<file path="config.mk">
export PLATFORM = sky130hd
export DESIGN_NAME = mem_bus_arbiter
export DESIGN_NICKNAME = d
export VERILOG_FILES = /design/src/rtl/mem_bus_arbiter.sv
export SDC_FILE = /design/constraint.sdc
export NUM_CORES = 1
export LEC_CHECK = 0
export BUFFER_PORTS_ARGS = -buffer_cell sky130_fd_sc_hd__buf_2
export CORE_AREA = 2 2 120 122
export DETAILED_ROUTE_END_ITERATION = 7
export DIE_AREA = 0 0 122 124
export HOLD_SLACK_MARGIN = 0.15
export PLACE_DENSITY = 0.55
export SETUP_SLACK_MARGIN = 0.02
export SYNTH_ARGS = -nofsm -noshare
export SYNTH_HDL_FRONTEND = slang
export SYNTH_SLANG_ARGS = --single-unit
</file>
<file path="constraint.sdc">
create_clock -name clk -period 1.8 [get_ports clk]
set_input_delay 0.54 -clock clk [delete_from_list [all_inputs] [get_ports clk]]
set_output_delay 0.54 -clock clk [all_outputs]
set_load 0.005 [all_outputs]
</file>
<file path="src/rtl/mem_bus_arbiter.sv">
// Two-master round-robin arbiter onto a single native memory bus (m0 = core, m1 = DMA/debug).
// Define ARB_TIMEOUT_EN to force completion of grants the slave never acknowledges.
module mem_bus_arbiter #(
  parameter int unsigned TIMEOUT_CYCLES = 255,
  parameter logic [31:0] ERR_RDATA      = 32'hDEAD_BEEF
) (
  input  logic        clk,
  input  logic        resetn,
  input  logic        m0_valid,
  input  logic [31:0] m0_addr,
  input  logic [31:0] m0_wdata,
  input  logic [3:0]  m0_wstrb,
  output logic        m0_ready,
  output logic [31:0] m0_rdata,
  input  logic        m1_valid,
  input  logic [31:0] m1_addr,
  input  logic [31:0] m1_wdata,
  input  logic [3:0]  m1_wstrb,
  output logic        m1_ready,
  output logic [31:0] m1_rdata,
  output logic        s_valid,
  output logic [31:0] s_addr,
  output logic [31:0] s_wdata,
  output logic [3:0]  s_wstrb,
  input  logic        s_ready,
  input  logic [31:0] s_rdata,
  output logic        timeout_err
);

  typedef enum logic [1:0] {
    IDLE = 2'd0,
    GNT0 = 2'd1,
    GNT1 = 2'd2
  } state_t;

  state_t state;
  logic   last_gnt;
  logic   timeout_hit;

`ifdef ARB_TIMEOUT_EN
  localparam int unsigned CNT_W = (TIMEOUT_CYCLES < 1) ? 1 : $clog2(TIMEOUT_CYCLES + 1);
  localparam logic [CNT_W-1:0] CNT_MAX = CNT_W'(TIMEOUT_CYCLES);

  logic [CNT_W-1:0] wait_cnt;

  // Held at zero in IDLE so every grant starts counting from its first cycle; saturates.
  always_ff @(posedge clk or negedge resetn) begin
    if (!resetn) begin
      wait_cnt <= '0;
    end else if (state == IDLE) begin
      wait_cnt <= '0;
    end else if (!s_ready && wait_cnt != CNT_MAX) begin
      wait_cnt <= wait_cnt + 1'b1;
    end
  end

  assign timeout_hit = (wait_cnt == CNT_MAX) &&
                       ((state == GNT0 && m0_valid) || (state == GNT1 && m1_valid));
`else
  logic unused_timeout_cycles;

  assign unused_timeout_cycles = ^TIMEOUT_CYCLES;
  assign timeout_hit           = 1'b0;
`endif

  // last_gnt = 1 means m1 was served last, so m0 wins the next tie.
  always_ff @(posedge clk or negedge resetn) begin
    if (!resetn) begin
      state    <= IDLE;
      last_gnt <= 1'b1;
    end else begin
      case (state)
        IDLE: begin
          if (m0_valid && (!m1_valid || last_gnt)) begin
            state <= GNT0;
          end else if (m1_valid) begin
            state <= GNT1;
          end
        end
        GNT0: begin
          if (!m0_valid) begin
            state <= IDLE;
          end else if (s_ready || timeout_hit) begin
            state    <= IDLE;
            last_gnt <= 1'b0;
          end
        end
        GNT1: begin
          if (!m1_valid) begin
            state <= IDLE;
          end else if (s_ready || timeout_hit) begin
            state    <= IDLE;
            last_gnt <= 1'b1;
          end
        end
        default: state <= IDLE;
      endcase
    end
  end

  // A forced completion hides the request from the slave and answers the master itself.
  always_comb begin
    s_valid     = 1'b0;
    s_addr      = '0;
    s_wdata     = '0;
    s_wstrb     = '0;
    m0_ready    = 1'b0;
    m0_rdata    = '0;
    m1_ready    = 1'b0;
    m1_rdata    = '0;
    timeout_err = 1'b0;
    case (state)
      GNT0: begin
        s_addr  = m0_addr;
        s_wdata = m0_wdata;
        s_wstrb = m0_wstrb;
        if (timeout_hit) begin
          m0_ready    = 1'b1;
          m0_rdata    = ERR_RDATA;
          timeout_err = 1'b1;
        end else begin
          s_valid  = m0_valid;
          m0_ready = s_ready && m0_valid;
          m0_rdata = s_rdata;
        end
      end
      GNT1: begin
        s_addr  = m1_addr;
        s_wdata = m1_wdata;
        s_wstrb = m1_wstrb;
        if (timeout_hit) begin
          m1_ready    = 1'b1;
          m1_rdata    = ERR_RDATA;
          timeout_err = 1'b1;
        end else begin
          s_valid  = m1_valid;
          m1_ready = s_ready && m1_valid;
          m1_rdata = s_rdata;
        end
      end
      default: ;
    endcase
  end

endmodule

</file>
==> run summary <==
status: complete, but fails checks
failing checks: setup timing
Hold Vio Cnt, Final: 0
number of routed nets with antenna violations: 0
vias post-DR: 3314
unrepaired setup endpoints after global routing: true
Area Growth Syn to Fin: 158%
GRT overflow: 0
power density of the placed cells: 1570 nW/um^2
filler instances: 1465
storage element area: 77.6 um^2
CP startpoint kind: flop
share of post-route cells with drive strength above 1: 0.722
Setup CP Type: flop to primary output
CP endpoint kind: primary output
flops & latches, synth: 3
synthesized area: 1780 um^2
sequential share of the synthesized area: 0.0428
Clock transition at path regs: 30 ps
average size of a mapped cell: 6.75 um^2
full die area: 15100 um^2
Final Hold Slack: 577 ps
Avg Vias per Cell: 4.33
Slew Viols, Final: 0
Total GRT Usage: 0.114
GP Congestion: 0.729
number of max-cap violations: 0
Final Skew: 1.37 ps
final wirelength: 13500 um
post-synth net total: 442
Max IR drop VDD: 0.652 mV
Multi-input gate area: 1920 um^2
cts bufs inserted: 3
Tmin final: 2170 ps
Leak Pwr: 2.40 nW
WL/cell: 17.6 um
first-pass GRT wire length: 13800 um
setup TNS: -36780 ps
Post-Syn Instances: 264
post-synth cell types: 20
Die Span X: 122 um
Antenna Cells: 0
vias in the first global route: 2760
root buf cell: clkbuf_16
Hold Crit Class: flop to flop
antenna violations before repair: 0
critical path arrival: 1630 ps
Max Clk Rate: 0.460 GHz
initial core utilization: 0.130
die extent in y: 124 um
final number of setup-violating endpoints: 135
Clock Latency Late Sink: 230 ps
CTS sink cnt: 3
Worst EP required: 1260 ps
CP Max Fanout: 10
Longest Clk Path Bufs: 2
# DRC: 0
pin count of the biggest net entering global routing: 47
Ports: 309
DR pass1 iterations: 5
YS warnings: 0
drt initial violations: 95
H-tree levels: 1
total core area: 13700 um^2
Net count, final: 765
period utilisation layout: 1.21
Rows: 43
Final WS setup: -373 ps
CTS tree: yes
Port Buffers: 307
DP HPWL: 8250 um
-- final cells by class --
type	instances	area share
flip-flops and latches	3	0.0169
inverters	4	0.00326
clock buffers	4	0.0171
multi-input cells	227	0.417
repair buffers	348	0.496
well taps	180	0.0489
-- critical path: stages, from the launching register on --
cell and delay (ps):
dfrtp_1 390, buf_6 130, ha_4 170, buf_12 150
clkbuf_16 170, a22oi_2 210, nor2b_4 50, buf_2 120
-- through the flow --
stage	total power (W)	cell area, um^2	cells	util	worst slack (ps)
floorplan	0.00245	1800	264	-	26.6
global placement	0.00417	3610	735	0.263	-158
detailed placement	0.00415	3610	735	0.263	-172
CTS	0.00466	3730	741	0.272	-333
global route	0.00766	4600	766	0.335	-438
finish	0.00721	4600	766	0.335	-373
-- metal layers --
metal | up-vias | global-route usage | part of all wire | wire length (um)
met3 | 7 | 0.0211 | 0.079 | 1060
met2 | 205 | 0.212 | 0.52 | 7030
li1 | 1563 | - | - | -
met1 | 1539 | 0.142 | 0.39 | 5310
met5 | - | 0 | 0 | 0
met4 | 0 | 0.0129 | 0.0051 | 69
-- registers in the layout, indices dropped and copies added, names as in the netlist --
register and cells:
last_gnt 1, state 2
-- cell families after synthesis --
logic type / Yosys count / synth area share
AOI/OAI and AO/OA: 73 / 0.312
adders and majority gates: 5 / 0.0351
buffers and inverters: 34 / 0.0975
DFF: 3 / 0.0428
other: 1 / 0.00210
and+or+nand+nor: 148 / 0.510
-- power by group --
part	switching (W)	internal, W	leakage (nW)
clock network	0.0000698	0.000293	0.0382
logic	0.00290	0.00380	2.32
registers	0.0000342	0.000111	0.0350
-- final timing paths --
| kind | startpoint | cells past startpoint | to | slack (ps) |
|---|---|---|---|---|
| max in group asynchronous | resetn | 2 | last_gnt | 960 |
| min reg2reg | last_gnt | 2 | last_gnt | 580 |
| max | state[0] | 7 | s_wdata[1] | -370 |
| max reg2reg | state[1] | 6 | last_gnt | 230 |
| min | last_gnt | 2 | last_gnt | 580 |
| min in group asynchronous | resetn | 2 | state[0] | 640 |
-- Yosys cell counts (all sizes together) --
cell / n / area, um^2
a22oi: 68 / 510
a31oi: 1 / 6.26
a32o: 4 / 40.0
and2: 65 / 407
buf: 18 / 114
clkbuf: 12 / 45.0
conb: 1 / 3.75
dfrtp: 2 / 50.1
dfstp: 1 / 26.3
ha: 5 / 62.6
inv: 4 / 15.0
nand2: 6 / 22.5
nand2b: 2 / 12.5
nor2: 4 / 15.0
nor2b: 68 / 425
nor3: 1 / 5.00
nor3b: 1 / 7.51
nor4b: 1 / 15.0
-- cell usage in the layout (no fill, tap or decap), types with 5 or more instances in the layout --
cell         n
nor2b_4     21
a22oi_1     35
clkbuf_16   16
nor2b_2      9
a22oi_2     33
nand2_1      5
buf_6        8
buf_4        6
nor2b_1     38
and2_1      65
buf_12      10
buf_2      305
-- timing repair --
item,in CTS,in global routing
hold buffers,1,0
gates resized for setup,5,83
gates cloned,1,17
pin swaps,1,11
setup buffers,0,8
setup endpoints to repair,135,135
endpoints found under the hold margin,2,0
(Power assumes the default switching activity.)
